**src/rtl/cmd_mask_sequencer_1_8_pkg.sv**
```systemverilog
// Shared widths, state encoding and entry-width helper for the command-mask sequencer.
// Optional beat counter on the top is enabled with CMD_MASK_SEQ_BEAT_CNT_EN.
package cmd_mask_sequencer_1_8_pkg;

  localparam int NUM_OUTPUT_DATA = 8;
  localparam int LEN_WIDTH       = 4;
  localparam int FIFO_DEPTH      = 4;
  localparam int ENTRY_W         = NUM_OUTPUT_DATA + LEN_WIDTH;

  typedef enum logic {
    ST_IDLE  = 1'b0,
    ST_BURST = 1'b1
  } state_e;

  function automatic int entry_w(input int mask_w, input int len_w);
    return mask_w + len_w;
  endfunction

endpackage

```
**src/rtl/cmd_mask_sequencer_1_8_if.sv**
```systemverilog
// Command handshake bundle: mask + repeat length offered with valid, accepted with ready.
interface cmd_mask_sequencer_1_8_if
  import cmd_mask_sequencer_1_8_pkg::*;
#(
  parameter int NUM_OUTPUT_DATA = cmd_mask_sequencer_1_8_pkg::NUM_OUTPUT_DATA,
  parameter int LEN_WIDTH       = cmd_mask_sequencer_1_8_pkg::LEN_WIDTH
);
  logic                       i_valid;
  logic                       o_ready;
  logic [NUM_OUTPUT_DATA-1:0] i_cmd;
  logic [LEN_WIDTH-1:0]       i_len;

  modport master (output i_valid, output i_cmd, output i_len, input o_ready);
  modport slave  (input i_valid, input i_cmd, input i_len, output o_ready);
endinterface

```
**src/rtl/cmd_mask_sequencer_1_8_fifo.sv**
```systemverilog
// Synchronous command FIFO with flush; occupancy counter is one bit wider than the pointers.
module cmd_mask_fifo #(
  parameter int WIDTH = cmd_mask_sequencer_1_8_pkg::ENTRY_W,
  parameter int DEPTH = cmd_mask_sequencer_1_8_pkg::FIFO_DEPTH
) (
  input  logic                   clk,
  input  logic                   rst,
  input  logic                   push_i,
  input  logic                   pop_i,
  input  logic                   flush_i,
  input  logic [WIDTH-1:0]       wdata_i,
  output logic [WIDTH-1:0]       rdata_o,
  output logic                   full_o,
  output logic                   empty_o,
  output logic [$clog2(DEPTH):0] count_o
);
  localparam int AW = $clog2(DEPTH);

  logic [WIDTH-1:0] mem_q [DEPTH];
  logic [AW-1:0]    wr_ptr_q, wr_ptr_d;
  logic [AW-1:0]    rd_ptr_q, rd_ptr_d;
  logic [AW:0]      count_q, count_d;
  logic             push_ok, pop_ok;

  assign full_o  = (count_q == (AW+1)'(DEPTH));
  assign empty_o = (count_q == '0);
  assign count_o = count_q;
  assign rdata_o = mem_q[rd_ptr_q];

  // Full blocks a push even when a pop happens in the same cycle.
  assign push_ok = push_i && !full_o && !flush_i;
  assign pop_ok  = pop_i && !empty_o && !flush_i;

  always_comb begin
    wr_ptr_d = wr_ptr_q;
    rd_ptr_d = rd_ptr_q;
    count_d  = count_q;
    if (flush_i) begin
      wr_ptr_d = '0;
      rd_ptr_d = '0;
      count_d  = '0;
    end else begin
      if (push_ok) wr_ptr_d = wr_ptr_q + AW'(1);
      if (pop_ok)  rd_ptr_d = rd_ptr_q + AW'(1);
      count_d = count_q + {{AW{1'b0}}, push_ok} - {{AW{1'b0}}, pop_ok};
    end
  end

  always_ff @(posedge clk or negedge rst) begin
    if (!rst) begin
      wr_ptr_q <= '0;
      rd_ptr_q <= '0;
      count_q  <= '0;
    end else begin
      wr_ptr_q <= wr_ptr_d;
      rd_ptr_q <= rd_ptr_d;
      count_q  <= count_d;
    end
  end

  always_ff @(posedge clk) begin
    if (push_ok) mem_q[wr_ptr_q] <= wdata_i;
  end

endmodule

```
**src/rtl/cmd_mask_sequencer_1_8.sv**
```systemverilog
// Replays queued destination masks as gap-free bursts for the 1-to-8 command tree.
// Define CMD_MASK_SEQ_BEAT_CNT_EN to add the o_beat_cnt issued-beat counter.
//
//   state    | meaning
//   ST_IDLE  | no command in progress, o_en=0
//   ST_BURST | replaying mask_q; rem_q beats remain after the current one
module cmd_mask_sequencer_1_8
  import cmd_mask_sequencer_1_8_pkg::*;
#(
  parameter int NUM_OUTPUT_DATA = cmd_mask_sequencer_1_8_pkg::NUM_OUTPUT_DATA,
  parameter int LEN_WIDTH       = cmd_mask_sequencer_1_8_pkg::LEN_WIDTH,
  parameter int FIFO_DEPTH      = cmd_mask_sequencer_1_8_pkg::FIFO_DEPTH
) (
  input  logic                       clk,
  input  logic                       rst,
  cmd_mask_sequencer_1_8_if.slave    cmd_if,
  input  logic                       i_hold,
  input  logic                       i_flush,
  output logic                       o_en,
  output logic [NUM_OUTPUT_DATA-1:0] o_cmd,
`ifdef CMD_MASK_SEQ_BEAT_CNT_EN
  output logic [31:0]                o_beat_cnt,
`endif
  output logic                       o_busy
);
  localparam int EW = entry_w(NUM_OUTPUT_DATA, LEN_WIDTH);
  localparam int CW = $clog2(FIFO_DEPTH) + 1;

  logic [EW-1:0]              fifo_rdata;
  logic                       fifo_full, fifo_empty, fifo_pop;
  logic [CW-1:0]              fifo_count;
  logic [NUM_OUTPUT_DATA-1:0] head_mask;
  logic [LEN_WIDTH-1:0]       head_len;

  state_e                     state_q, state_d;
  logic [NUM_OUTPUT_DATA-1:0] mask_q, mask_d;
  logic [LEN_WIDTH-1:0]       rem_q, rem_d;
  logic                       en_q, en_d;
  logic [NUM_OUTPUT_DATA-1:0] cmd_q, cmd_d;

  cmd_mask_fifo #(
    .WIDTH (EW),
    .DEPTH (FIFO_DEPTH)
  ) u_fifo (
    .clk     (clk),
    .rst     (rst),
    .push_i  (cmd_if.i_valid),
    .pop_i   (fifo_pop),
    .flush_i (i_flush),
    .wdata_i ({cmd_if.i_cmd, cmd_if.i_len}),
    .rdata_o (fifo_rdata),
    .full_o  (fifo_full),
    .empty_o (fifo_empty),
    .count_o (fifo_count)
  );

  assign head_mask      = fifo_rdata[EW-1:LEN_WIDTH];
  assign head_len       = fifo_rdata[LEN_WIDTH-1:0];
  assign cmd_if.o_ready = !fifo_full;
  assign o_busy         = (state_q == ST_BURST) || (fifo_count != '0);
  assign o_en           = en_q;
  assign o_cmd          = cmd_q;

  always_comb begin
    state_d  = state_q;
    mask_d   = mask_q;
    rem_d    = rem_q;
    en_d     = 1'b0;
    cmd_d    = '0;
    fifo_pop = 1'b0;
    if (i_flush) begin
      state_d = ST_IDLE;
    end else if (!i_hold) begin
      // A held edge neither consumes a beat nor retires the burst.
      if (state_q == ST_BURST && rem_q != '0) begin
        rem_d = rem_q - LEN_WIDTH'(1);
        en_d  = 1'b1;
        cmd_d = mask_q;
      end else if (!fifo_empty) begin
        fifo_pop = 1'b1;
        state_d  = ST_BURST;
        mask_d   = head_mask;
        rem_d    = head_len;
        en_d     = 1'b1;
        cmd_d    = head_mask;
      end else begin
        state_d = ST_IDLE;
      end
    end
  end

  always_ff @(posedge clk or negedge rst) begin
    if (!rst) begin
      state_q <= ST_IDLE;
      mask_q  <= '0;
      rem_q   <= '0;
      en_q    <= 1'b0;
      cmd_q   <= '0;
    end else begin
      state_q <= state_d;
      mask_q  <= mask_d;
      rem_q   <= rem_d;
      en_q    <= en_d;
      cmd_q   <= cmd_d;
    end
  end

`ifdef CMD_MASK_SEQ_BEAT_CNT_EN
  logic [31:0] beat_cnt_q;

  always_ff @(posedge clk or negedge rst) begin
    if (!rst) beat_cnt_q <= '0;
    else      beat_cnt_q <= beat_cnt_q + {31'd0, en_d};
  end

  assign o_beat_cnt = beat_cnt_q;
`endif

endmodule

```
**src/flat_wrapper.sv**
```systemverilog
// flat-port wrapper written by rule: the top's interface ports become plain ports
module cmd_mask_sequencer_1_8_flat import cmd_mask_sequencer_1_8_pkg::*;
#(
  parameter int NUM_OUTPUT_DATA = cmd_mask_sequencer_1_8_pkg::NUM_OUTPUT_DATA,
  parameter int LEN_WIDTH       = cmd_mask_sequencer_1_8_pkg::LEN_WIDTH,
  parameter int FIFO_DEPTH      = cmd_mask_sequencer_1_8_pkg::FIFO_DEPTH
)
  (clk, rst, i_hold, i_flush, o_en, o_cmd, o_busy, cmd_if_i_valid, cmd_if_i_cmd, cmd_if_i_len, cmd_if_o_ready);
  cmd_mask_sequencer_1_8_if #(.NUM_OUTPUT_DATA(NUM_OUTPUT_DATA), .LEN_WIDTH(LEN_WIDTH)) cmd_if_i ();
  input  logic clk;
  input  logic rst;
  input  logic i_hold;
  input  logic i_flush;
  output logic o_en;
  output logic [NUM_OUTPUT_DATA-1:0] o_cmd;
  output logic o_busy;
  input wire logic [$bits(cmd_if_i.i_valid)-1:0] cmd_if_i_valid;
  input wire logic [$bits(cmd_if_i.i_cmd)-1:0] cmd_if_i_cmd;
  input wire logic [$bits(cmd_if_i.i_len)-1:0] cmd_if_i_len;
  output wire logic [$bits(cmd_if_i.o_ready)-1:0] cmd_if_o_ready;
  assign cmd_if_i.i_valid = cmd_if_i_valid;
  assign cmd_if_i.i_cmd = cmd_if_i_cmd;
  assign cmd_if_i.i_len = cmd_if_i_len;
  assign cmd_if_o_ready = cmd_if_i.o_ready;
  cmd_mask_sequencer_1_8 #(.NUM_OUTPUT_DATA(NUM_OUTPUT_DATA), .LEN_WIDTH(LEN_WIDTH), .FIFO_DEPTH(FIFO_DEPTH)) u_core (.clk(clk), .rst(rst), .cmd_if(cmd_if_i), .i_hold(i_hold), .i_flush(i_flush), .o_en(o_en), .o_cmd(o_cmd), .o_busy(o_busy));
endmodule
```
**config.mk**
```make
export PLATFORM = sky130hd
export DESIGN_NAME = cmd_mask_sequencer_1_8_flat
export DESIGN_NICKNAME = d
export VERILOG_FILES = /design/src/rtl/cmd_mask_sequencer_1_8_pkg.sv /design/src/rtl/cmd_mask_sequencer_1_8_if.sv /design/src/rtl/cmd_mask_sequencer_1_8_fifo.sv /design/src/rtl/cmd_mask_sequencer_1_8.sv /design/src/flat_wrapper.sv
export SDC_FILE = /design/constraint.sdc
export NUM_CORES = 1
export LEC_CHECK = 0
export BUFFER_PORTS_ARGS = -buffer_cell sky130_fd_sc_hd__buf_4
export CORE_MARGIN = 2
export CORE_UTILIZATION = 58
export CTS_CLUSTER_DIAMETER = 50
export DETAILED_ROUTE_END_ITERATION = 10
export PLACE_DENSITY = 0.82
export SETUP_SLACK_MARGIN = 0.2
export SYNTH_ARGS = -nofsm -noshare
export SYNTH_HDL_FRONTEND = slang
export SYNTH_SLANG_ARGS = --single-unit
```
**constraint.sdc**
```tcl
create_clock -name clk -period 3.5 [get_ports clk]
set_clock_uncertainty 0.05 [all_clocks]
set_input_delay 1.05 -clock clk [delete_from_list [all_inputs] [get_ports clk]]
set_output_delay 1.05 -clock clk [all_outputs]
set_load 0.05 [all_outputs]
```
After elaboration in Yosys (flattened, before gate mapping). Memory sizes are Yosys's and may differ from the RTL's. Index checks and enable logic that the tools add are counted.

Reduce and logical (&&, ||, !) cells: 17. Multiplexer cells: 23. $add $sub $neg: 5. Equality and inequality tests: 4. Bitwise logic cells: 4.

Operators with widths (count): 2-to-1 mux 8 bit (4); 2-to-1 mux 1 bit (12); 2-to-1 mux 2 bit (4); 2-to-1 mux 4 bit (2); logical AND 1 bit (5); adder 2 x 1 -> 2 bit, second input constant (2); inequality test 2 bit, second input constant (2); inverter 1 bit (4); AND reduction 4 bit (1); nonzero test 2 bit (2); nonzero test 4 bit (1); subtractor 4 x 1 -> 4 bit, second input constant (1); adder 3 x 1 -> 3 bit (1); == test 3 bit, second input constant (1); zero test 1 bit (3); zero test 3 bit (1); 2-to-1 mux 3 bit (1); AND reduction 3 bit (1); nonzero test 3 bit (1); subtractor 3 x 1 -> 3 bit (1); inequality test 2 x 1 -> 1 bit, second input constant (1); AND reduction 2 bit (1); logical OR 1 bit (1).

Input bits: 17. Memories: 1. Bits in registers: 29. Memory bits (writable): 48.

Memories: u_core.u_fifo.mem_q (words 4, width 12, rd ports 1, clocked after memory_dff 0, write ports 1, line cmd_mask_sequencer_1_8_fifo.sv:19) `logic [WIDTH-1:0] mem_q [DEPTH];`.

Depth between registers and ports, before layout.
Depth in word-level cells: 9. Mapped depth: 16. Depth with buffers taken out: 13.

Modules after synthesis. A second synthesis with hierarchy kept.

Cell total of the unflattened synthesis: 224. Area, all modules: 3353.2 um2.

By module, submodules not included: cmd_mask_fifo (area each 2222.1 um2, seq. area each 1616.6 um2, times used 1, cells an instance 110); cmd_mask_sequencer_1_8 (area each 1131.1 um2, seq. area each 550.5 um2, times used 1, cells an instance 114).

Least setup slack after synthesis. No wires, ideal clock.

Path type: register to register. Start: reg u_core.rem_q[0]. End: reg u_core.u_fifo.count_q[2] (netlist: u_core.u_fifo.count_o[2]). Data arrival time: 2.937 ns. Path slack: 0.381 ns. Required time: 3.319 ns. Stages on the path, launching flop included: 17. Period minus slack after synthesis: 3.119 ns. Setup time: 0.131 ns. Cell sequence: dfrtp_1 > inv_1 > ha_1 > or3b_1 > buf_2 > a2111o_1 > buf_6 > buf_6 > inv_1 > ha_1 > inv_1 > ha_1 > inv_1 > fa_1 > xor2_1 > xnor2_1 > nor2_1.

Longest elaborated chain between the ends: 9.

Ends and longest elaborated chain: from (decl) (line cmd_mask_sequencer_1_8.sv:37) `logic [LEN_WIDTH-1:0] rem_q, rem_d;`; from (signal assigned) (line cmd_mask_sequencer_1_8.sv:102) `rem_q <= rem_d;`; nonzero test 4 bit (line cmd_mask_sequencer_1_8.sv:75) `if (state_q == ST_BURST && rem_q != '0) begin`; logical AND 1 bit (line cmd_mask_sequencer_1_8.sv:75); 2-to-1 mux 1 bit (line cmd_mask_sequencer_1_8.sv:75); 2-to-1 mux 1 bit (line cmd_mask_sequencer_1_8.sv:73) `end else if (!i_hold) begin`; 2-to-1 mux 1 bit (line cmd_mask_sequencer_1_8.sv:71) `if (i_flush) begin`; logical AND 1 bit (2 in a row) (line cmd_mask_sequencer_1_8_fifo.sv:32) `assign pop_ok = pop_i && !empty_o && !flush_i;`; subtractor 3 x 1 -> 3 bit (line cmd_mask_sequencer_1_8_fifo.sv:45) `count_d = count_q + {{AW{1'b0}}, push_ok} - {{AW{1'b0}}, pop_ok};`; 2-to-1 mux 3 bit (line cmd_mask_sequencer_1_8_fifo.sv:38) `if (flush_i) begin`; named net u_core.u_fifo.count_d[2] (line cmd_mask_sequencer_1_8_fifo.sv:22) `logic [AW:0] count_q, count_d;`; to (signal assigned) (line cmd_mask_sequencer_1_8_fifo.sv:57) `count_q <= count_d;`; to (decl) (line cmd_mask_sequencer_1_8_fifo.sv:22).

The timed path passes the listed nets, and every way through them passes these cells. A chain may end at the register's enable or synchronous reset.

Worst setup path after layout. Ends and elaborated chain as after synthesis.

==> flow_summary.toml <==
[timing]
max_freq_ghz = 0.3335
drv_slew = 0
slew-limit-headroom = 0.4299
final-setup-viol-count = 0
min_period_ns = 2.999
worst-slew-pin-transition_ns = 0.8552
final_hold_viol_count = 0
fin_setup_tns_ns = 0
rsz0062_at_grt = "no"
final.setup.worst_slack_ns = 0.5014
period_share = 0.8567

[detailed_routing]
drc_errors = 0
vias = 1681
wl_per_cell_um = 16.99
viasPerCell = 5.603
drt_iter0_markers = 107
drt-pass1-iter-count = 4
drtAntennaViolNets = 0
wirelength_mm = 5.098

[floorplan]
die_area_um2 = 5996
io_pins = 28
core_area_um2 = 5140
num_rows = 26
start_util = 0.6086
die_y_um = 77.44
die_w_um = 77.44

[power_and_ir_drop]
pwr-share-clk = 0.280
p_leak_nw = 1.511
vdd_drop_max_mv = 0.3664
power.switching_mw = 0.7170
powerDensity_nw_per_um2 = 692.4
switching_share = 0.2888
pwr-share-seq = 0.488
p_int_mw = 1.766
power_frac_comb = 0.231

[critical_path]
crit_type = "register to register"
rr_startpoint = "u_core.rem_q[0]"
r2r-end = "u_core.u_fifo.count_o[2]"
end_kind = "register"
critPathMaxFanout = 6
startpoint = "u_core.rem_q[0]"
rr_worst_depth = 13
crit_path_end = "u_core.u_fifo.count_o[2]"
r2r_slack_ns = 0.50
start_kind = "register"
arrival_ns = 3.18
worstPathRequired_ns = 3.69

[status]
status = "finished, final reports clean"

[clocking]
clock_latency_ns = 0.34
clockBufferDepth = 2
cts_setup_buffers = 0
cts_root_buffer = "clkbuf_8"
cts_tree = "done"
clk_pin_slew_ns = 0.08
clock-sinks = 77
h-tree-depth = 3
cts_hold_buf = 0
cts_resized = 0
cts_buffers = 9

[synth]
ys.flop_type = "edfxtp_1"
synth_area_leaders = "edfxtp_1, dfrtp_1, mux4_2"
synth_cell_types = 36
synth_top_area_frac = 0.4608
synth_largest_area_cell = "edfxtp_1"
yosysWarnings = 0
ys_async_sr_fraction = 0.3766
synthCells = 194
synth-edff-count = 48
syn_area_per_cell_um2 = 16.12
synth-seq-cells = 77
synth_area_um2 = 3128
synth_common_cells = "edfxtp_1, dfrtp_1, a21o_1, mux4_2, inv_1"
synthesis.nets = 219
synth_most_common_cell = "edfxtp_1"
synth_seq_area_share = 0.6928

[global_route]
antenna_found_initial = 0
overflow = 0
grt_usage = 0.1929
grt_pass1_vias = 1641
grt_max_degree = 30
grt_pass1_wl_mm = 8.252

[place]
numPortBuffers = 27
gp_congestion = 0.7890
dp_slack_ns = 0.5318
post-dp-hpwl_mm = 3.159

[job]
cap_violations = 0

[cells_and_area]
area_delta_synth_final_pct = 14.64
drive_gt1_frac = 0.2609
fin_nets = 250
antenna-diode-count = 0

[min_path]
worstHoldPathCells = 1
hold_path_class = "register to register"
[flip-flops by register name, summed over array words and instances, names as in the netlist]
register                flops
u_core.mask_q               8
u_core.u_fifo.rd_ptr_q      2
u_core.u_fifo.count_o       3
u_core.u_fifo.wr_ptr_q      2
u_core.state_q              1
u_core.u_fifo.mem_q        48
u_core.o_cmd                8
u_core.rem_q                4
u_core.o_en                 1
[cell families (layout without fill, tap and decap cells)]
group | after synthesis | after routing | synth area share
xor+xnor | 3 | 3 | 0.008402
mux | 12 | 12 | 0.08640
simple gates | 41 | 41 | 0.07281
compound gates | 33 | 33 | 0.07520
buf+inv | 20 | 56 | 0.03000
fa+ha+maj | 8 | 8 | 0.03440
flops | 77 | 77 | 0.6928
[area by class of cell]
type	instances	area, um2
Tap cell	70	87.58
Multi-Input combinational cell	97	867.1
Clock buffer	10	127.6
Inverter	11	41.29
Fill cell	362	1554
Timing Repair Buffer	29	217.7
Clock inverter	6	77.57
Sequential cell	77	2167
[power by group through the flow]
stage	Clock [mW]	Combinational, mW	Sequential (mW)
global placement	0	0.560	1.23
finish	0.696	0.575	1.21
floorplan	0	0.424	1.23
CTS	0.708	0.581	1.22
detailed placement	0	0.577	1.23
global route	0.754	0.633	1.23
[stage by stage]
stage | std cells | hold slack [ns] | total power, mW | area [um2] | utilization
CTS | 300 | 0.4316 | 2.505 | 3586 | 0.6977
global placement | 284 | 0.4099 | 1.787 | 3381 | 0.6577
global route | 300 | 0.4408 | 2.620 | 3586 | 0.6977
floorplan | 194 | 0.3999 | 1.658 | 3128 | -
detailed placement | 284 | 0.4145 | 1.811 | 3381 | 0.6577
finish | 300 | 0.4284 | 2.483 | 3586 | 0.6977
[worst max-delay path, cell delays in order (launching register included)]
cell	delay (ns)
dfrtp_1	0.38
inv_1	0.10
ha_1	0.18
or3b_1	0.46
a2111o_1	0.46
inv_1	0.07
ha_1	0.23
inv_1	0.06
ha_1	0.13
inv_1	0.05
fa_1	0.37
xor2_1	0.17
xnor2_1	0.14
nor2_1	0.06
[layer usage]
layer,share of wire,track usage
met3,0.057,0.06744
met1,0.46,0.2556
met5,0,0
met2,0.47,0.2887
met4,0.013,0.09107
[worst min path at each step]
stage | to | from | slack, ns
after CTS | u_core.mask_q[7] | u_core.mask_q[7] | 0.43
after global placement | u_core.mask_q[6] | u_core.mask_q[6] | 0.41
after global routing | u_core.mask_q[7] | u_core.mask_q[7] | 0.44
final | u_core.mask_q[7] | u_core.mask_q[7] | 0.43
after detailed placement | u_core.o_cmd[5] | u_core.mask_q[5] | 0.41
after floorplan | u_core.mask_q[7] | u_core.mask_q[7] | 0.40
[cells in the final DEF, fill, tap and decap left out, types with 2 or more instances in the layout]
| master | Yosys | final |
|---|---|---|
| mux4_2 | 12 | 12 |
| o21ai_0 | 4 | 4 |
| a21o_1 | 16 | 16 |
| nand2_1 | 6 | 6 |
| xnor2_1 | 2 | 2 |
| and2_1 | 5 | 5 |
| nand3_1 | 2 | 2 |
| clkinv_2 | 0 | 2 |
| nor2_1 | 7 | 7 |
| dfrtp_1 | 29 | 29 |
| or3_1 | 3 | 3 |
| clkbuf_8 | 0 | 9 |
| clkinv_1 | 0 | 2 |
| ha_1 | 7 | 7 |
| a21oi_1 | 5 | 5 |
| inv_1 | 11 | 11 |
| edfxtp_1 | 48 | 48 |
| nor3_1 | 3 | 3 |
| nor2b_1 | 8 | 8 |
| buf_4 | 0 | 29 |
| bufinv_16 | 0 | 2 |
Note: power is estimated with default switching activity, not from simulation.
